## src/rtl/rgmii_pkg.sv

```systemverilog
`default_nettype none
// ============================================================================
// Module   : rgmii_pkg
// Brief    : Shared types, widths and helpers for the RGMII TX arbiter.
// Revision : 1.0
// ============================================================================
package rgmii_pkg;

    localparam int BYTE_W = 8;

    typedef enum logic [1:0] {
        IDLE = 2'd0,
        PASS = 2'd1,
        DROP = 2'd2
    } state_e;

    function automatic int clog2_min1(input int n);
        return (n < 2) ? 1 : $clog2(n);
    endfunction

endpackage
`default_nettype wire

```

## src/rtl/rgmii_rr_pick.sv

```systemverilog
`default_nettype none
// ============================================================================
// Module   : rgmii_rr_pick
// Brief    : Combinational round-robin picker (rotate, priority-encode, rotate back).
// Revision : 1.0
// ============================================================================
module rgmii_rr_pick
    import rgmii_pkg::*;
#(
    parameter int N_REQ = 4,
    parameter int IDX_W = clog2_min1(N_REQ)
) (
    input  logic [N_REQ-1:0] req_i,
    input  logic [IDX_W-1:0] last_i,
    output logic [IDX_W-1:0] next_o,
    output logic             any_req_o
);

    localparam logic [IDX_W:0] c_N = (IDX_W+1)'(N_REQ);

    logic [IDX_W-1:0] w_start;
    logic [N_REQ-1:0] w_rot;
    logic [IDX_W-1:0] w_ofs;
    logic [IDX_W:0]   w_sum;

    assign w_start = (({1'b0, last_i} + 1'b1) >= c_N) ? '0 : (last_i + 1'b1);

    // Position 0 of the rotated vector is the requester just after the last grant
    always_comb begin
        w_rot = '0;
        for (int i = 0; i < N_REQ; i++) begin
            int idx;
            idx = int'(w_start) + i;
            if (idx >= N_REQ) idx = idx - N_REQ;
            w_rot[i] = req_i[idx];
        end
    end

    always_comb begin
        w_ofs = '0;
        for (int i = N_REQ-1; i >= 0; i--) begin
            if (w_rot[i]) w_ofs = IDX_W'(i);
        end
    end

    assign w_sum     = {1'b0, w_start} + {1'b0, w_ofs};
    assign next_o    = (w_sum >= c_N) ? IDX_W'(w_sum - c_N) : w_sum[IDX_W-1:0];
    assign any_req_o = |req_i;

endmodule
`default_nettype wire

```

## src/rtl/rgmii_tx_arbiter.sv

```systemverilog
`default_nettype none
// ============================================================================
// Module   : rgmii_tx_arbiter
// Brief    : Frame-atomic round-robin arbiter feeding the RGMII MAC TX stream.
// Revision : 1.0
// ============================================================================
module rgmii_tx_arbiter
    import rgmii_pkg::*;
#(
    parameter int N_REQ           = 4,
    parameter int MAX_FRAME_BYTES = 1518,
    parameter int CNT_W           = 14
) (
    input  logic                    clk,
    input  logic                    rst,
    input  logic                    enable,
    input  logic [N_REQ*BYTE_W-1:0] s_tdata,
    input  logic [N_REQ-1:0]        s_tvalid,
    input  logic [N_REQ-1:0]        s_tlast,
    input  logic [N_REQ-1:0]        s_tuser,
    output logic [N_REQ-1:0]        s_tready,
    output logic [BYTE_W-1:0]       m_tdata,
    output logic                    m_tvalid,
    output logic                    m_tlast,
    output logic                    m_tuser,
    input  logic                    m_tready,
    output logic [2:0]              grant_idx,
    output logic                    busy,
    output logic                    trunc_pulse,
    output logic [15:0]             frame_cnt
);

    localparam int               IDX_W      = clog2_min1(N_REQ);
    localparam logic [CNT_W-1:0] c_LIMIT    = CNT_W'(MAX_FRAME_BYTES-1);
    localparam logic [IDX_W-1:0] c_LAST_IDX = IDX_W'(N_REQ-1);

    state_e             state_q, state_d;
    logic [IDX_W-1:0]   grant_q, grant_d;
    logic [CNT_W-1:0]   cnt_q, cnt_d;
    logic [15:0]        frame_cnt_q, frame_cnt_d;
    logic               trunc_q, trunc_d;
    logic               busy_q;

    logic [IDX_W-1:0]   w_pick;
    logic               w_any;
    logic [BYTE_W-1:0]  w_sel_data;
    logic               w_sel_valid;
    logic               w_sel_last;
    logic               w_sel_user;
    logic               w_at_limit;
    logic               w_accept;

    rgmii_rr_pick #(
        .N_REQ (N_REQ),
        .IDX_W (IDX_W)
    ) u_pick (
        .req_i     (s_tvalid),
        .last_i    (grant_q),
        .next_o    (w_pick),
        .any_req_o (w_any)
    );

    assign w_sel_data  = s_tdata[int'(grant_q)*BYTE_W +: BYTE_W];
    assign w_sel_valid = s_tvalid[grant_q];
    assign w_sel_last  = s_tlast[grant_q];
    assign w_sel_user  = s_tuser[grant_q];
    assign w_at_limit  = (cnt_q == c_LIMIT);
    assign w_accept    = m_tvalid & m_tready;

    always_ff @(posedge clk or posedge rst) begin
        if (rst) begin
            state_q     <= IDLE;
            grant_q     <= c_LAST_IDX;
            cnt_q       <= '0;
            frame_cnt_q <= '0;
            trunc_q     <= 1'b0;
            busy_q      <= 1'b0;
        end else begin
            state_q     <= state_d;
            grant_q     <= grant_d;
            cnt_q       <= cnt_d;
            frame_cnt_q <= frame_cnt_d;
            trunc_q     <= trunc_d;
            busy_q      <= (state_d != IDLE);
        end
    end

    always_comb begin
        state_d     = state_q;
        grant_d     = grant_q;
        cnt_d       = cnt_q;
        frame_cnt_d = frame_cnt_q;
        trunc_d     = 1'b0;
        case (state_q)
            IDLE: begin
                if (enable && w_any) begin
                    grant_d = w_pick;
                    cnt_d   = '0;
                    state_d = PASS;
                end
            end
            PASS: begin
                if (w_accept) begin
                    cnt_d = cnt_q + 1'b1;
                    // A real tlast on the limit beat ends the frame cleanly
                    if (w_sel_last) begin
                        frame_cnt_d = frame_cnt_q + 1'b1;
                        state_d     = IDLE;
                    end else if (w_at_limit) begin
                        frame_cnt_d = frame_cnt_q + 1'b1;
                        trunc_d     = 1'b1;
                        state_d     = DROP;
                    end
                end
            end
            DROP: begin
                if (w_sel_valid && w_sel_last) state_d = IDLE;
            end
            default: state_d = IDLE;
        endcase
    end

    always_comb begin
        m_tdata  = '0;
        m_tvalid = 1'b0;
        m_tlast  = 1'b0;
        m_tuser  = 1'b0;
        s_tready = '0;
        case (state_q)
            PASS: begin
                m_tdata           = w_sel_data;
                m_tvalid          = w_sel_valid;
                m_tlast           = w_sel_last | w_at_limit;
                m_tuser           = w_sel_user | (w_at_limit & ~w_sel_last);
                s_tready[grant_q] = m_tready;
            end
            DROP: begin
                s_tready[grant_q] = 1'b1;
            end
            default: ;
        endcase
    end

    assign grant_idx   = 3'(grant_q);
    assign busy        = busy_q;
    assign trunc_pulse = trunc_q;
    assign frame_cnt   = frame_cnt_q;

endmodule
`default_nettype wire

```

## config.mk

```make
export PLATFORM = sky130hd
export DESIGN_NAME = rgmii_tx_arbiter
export DESIGN_NICKNAME = d
export VERILOG_FILES = /design/src/rtl/rgmii_pkg.sv /design/src/rtl/rgmii_rr_pick.sv /design/src/rtl/rgmii_tx_arbiter.sv
export SDC_FILE = /design/constraint.sdc
export NUM_CORES = 1
export LEC_CHECK = 0
export CAP_MARGIN = 20
export CORE_UTILIZATION = 45
export DETAILED_ROUTE_END_ITERATION = 6
export GPL_TIMING_DRIVEN = 0
export PLACE_DENSITY = 0.8
export SYNTH_ARGS = -nofsm -noshare
export SYNTH_HDL_FRONTEND = slang
export SYNTH_HIERARCHICAL = 1
export SYNTH_SLANG_ARGS = --single-unit
```

## constraint.sdc

```tcl
create_clock -name clk -period 3.1 [get_ports clk]
set_clock_uncertainty 0.15 [all_clocks]
set_input_delay 0.62 -clock clk [delete_from_list [all_inputs] [get_ports clk]]
set_output_delay 0.62 -clock clk [all_outputs]
set_load 0.05 [all_outputs]
```

==> results.toml <==
[route]
drtPass1Iterations = 4
vias_per_cell = 5.31
detail-route-antenna-nets = 0
avgRoutedWirePerCell_um = 15.1
drtIter0Drc = 91
routed-via-count = 2141
drt_wl_total_mm = 6.07
drcViolationCount = 0

[placement]
dp.cells = 394
place_area_sq_um = 3330
gp_congestion = 0.852
pre_cts_ws_ps = -478
dp_hpwl_mm = 4.79
port_buffers = 82

[timing]
fin_crit_ps = 3020
timing.final.crit_share_pct = 97.5
setup_viol = 0
hold_violations = 0
slew_headroom_pct = 59.5
slew_viol_final = 0
setup_slack_ps = 77.0
fin_tns_setup_ps = 0
clock.fmax_mhz = 331
worst_pin_slew_ps = 607
rsz0062_at_grt = "true"

[clock_network]
insertion_delay_ps = 290
cts.clk_slew.worst_paths_ps = 80
clockRootBuffer = "clkbuf_8"
cts_made_buffers = 5
clock_sink_count = 36
ctsHoldBuffers = 0
cts_tree = "built"
htree_levels = 2
clk_path_buf_depth = 2

[layout]
multi_input_area_sq_um = 1390
final_nets = 388
n_antenna_cell = 0
fin_cells = 403
area_delta_synth_final_pct = 43.2
final_layout_size_suffix_gt1_share_pct = 15.6
final_cell_area_sq_um = 3420
num-fill-cells = 444
regArea_sq_um = 903

[floorplan]
die_w_um = 74.8
pin_count = 84
die_area_sq_um = 5600
die_y_um = 74.8
rows = 26
core_area_sq_um = 5110
start_util_pct = 46.7

[worst_setup_path]
r2r_cells = 8
required_ps = 2330
cp.arrival_ps = 2250
endpoint_kind = "output port"
cp-start-kind = "input port"
path_class = "input port to output port"
path_max_fanout = 7

[min_path]
hp-class = "flip-flop to flip-flop"
min_delay_path_depth = 1

[power_and_ir_drop]
p_total_w = 0.00289
p_per_area_nw_per_um2 = 845
power_leakage_nw = 1.46
irDropWorstVdd_v = 0.000587

[yosys]
avgSynthCellArea_sq_um = 9.91
ys_types = 47
synthAdderAreaFrac_pct = 4.19
async_flop_share_pct = 100
synth_xor_area_share_pct = 9.54
syn_nets = 297
synth-edff-count = 0
synth_flop_cell = "dfrtp_1"
ys_warn_count = 6
yosysSeqAreaShare_pct = 37.8
synth-simple-area-share_pct = 23.2
ys_seq_elements = 36
synth_top_family_by_area = "simple AND/OR/NAND/NOR gates"
synth_area_sq_um = 2390
netlist_instances = 241
synth.area.mux_share_pct = 12.2
synth_compound_area_share_pct = 8.70

[global_routing]
antenna_found_initial = 0
grt.total_usage_pct = 23.4
first_global_vias = 2055
grt_max_degree = 26
gr-total-overflow = 0
grt_pass1_wl_mm = 9.80

[flow_run]
drv_cap = 0

[status]
run_status = "completed"
==> where the power goes <==
part           internal [W]  switching (W)  total [W]
Combinational      0.000672        0.00114    0.00181
Clock              0.000238       0.000178   0.000416
Sequential         0.000568      0.0000985   0.000667
==> per-layer routing <==
metal  routed length [um]  track usage [%]  up-vias
met4                  119             7.55        0
met1                 2660             30.4     1055
li1                     -                -     1034
met3                  177             4.28       13
met2                 3110             39.7       39
met5                    0                0        -
==> path summary, 6_finish.rpt <==
| kind | endpoint | from | slack [ps] |
|---|---|---|---|
| max | m_tvalid | s_tvalid[3] | 80 |
| min | frame_cnt[15] | frame_cnt[15] | 310 |
| max reg2reg | cnt_q[8] | grant_q[0] | 570 |
| min reg2reg | frame_cnt[15] | frame_cnt[15] | 310 |
| max in group asynchronous | grant_q[0] | rst | 1700 |
| min in group asynchronous | cnt_q[8] | rst | 520 |
==> logic make-up (layout without fill, tap and decap cells) <==
family	count (synthesis)	after routing
buffers and inverters	22	114
XOR/XNOR	26	26
flip-flops	36	36
AND/OR/NAND/NOR	102	102
adder cells (fa/ha/maj)	8	8
multiplexers	15	15
other	1	1
AO/OA/AOI/OAI	31	31
==> sequential cells by signal (all words and copies together), names as in the netlist <==
signal       count
frame_cnt       16
cnt_q           14
grant_q          2
state_q          2
busy             1
trunc_pulse      1
==> through the flow <==
step / util, % / hold WS (ps)
after floorplan: - / 374
after global placement: 64.6 / 307
after detailed placement: 65.1 / 312
after CTS: 67.5 / 322
after global routing: 66.9 / 370
final: 66.9 / 315
==> cells in the mapped netlist (3+ instances only) <==
cell,instances,area [sq um]
xnor2_1,16,140
dfrtp_1,34,851
and2_1,13,81.3
nor3b_1,4,30.0
a21oi_1,9,45.0
mux2_2,3,33.8
inv_1,12,45.0
nor3_1,8,40.0
nand2_1,18,67.6
xor2_1,10,87.6
o21ai_0,7,35.0
ha_1,8,100
nor4_1,3,18.8
nor2_1,26,97.6
nand4_1,4,25.0
clkbuf_1,4,15.0
mux4_2,11,248
nand3_1,11,55.1
o21a_1,3,22.5
and3_1,4,25.0
==> cell usage in the layout (no fill, tap or decap), types with 2 or more instances in the layout <==
cell	netlist	routed
clkbuf_1	4	3
nand2_1	18	18
xnor2_1	16	16
xor2_1	10	10
nor2_1	26	25
nor4b_1	2	2
nor3b_1	4	4
and4_1	2	2
buf_4	2	3
nor3_1	8	8
dfrtp_1	34	34
clkbuf_8	0	5
inv_1	12	11
clkdlybuf4s15_2	0	2
nand3_1	11	11
o31ai_1	2	2
dfstp_2	2	2
ha_1	8	8
clkbuf_2	1	5
buf_6	1	2
and3_1	4	4
mux2_2	3	3
mux4_2	11	11
and2_1	13	13
o21a_1	3	3
nand4_1	4	4
a21oi_1	9	9
nor4_1	3	3
clkdlybuf4s50_1	0	67
buf_2	0	4
dlygate4sd2_1	0	5
o21ai_0	7	7
==> what timing repair did <==
action | CTS | global route
resized for setup | 33 | 20
endpoints found under the setup margin | 15 | 17
pin swaps | 0 | 0
setup buffers | 1 | 0
==> area by class of cell <==
cell class | instances | share of cell area, %
Clock inverter | 3 | 1.24
Tap cell | 70 | 2.56
Sequential cell | 36 | 26.4
Buffer | 10 | 1.87
Timing Repair Buffer | 84 | 24.0
Multi-Input combinational cell | 183 | 40.6
Inverter | 12 | 1.32
Clock buffer | 5 | 2.01
==> critical path: stages <==
cell,delay [ps]
clkdlybuf4s50_1,510
mux4_2,530
and2_1,170
dlygate4sd2_1,420
Power figures use the tool's default switching activity.
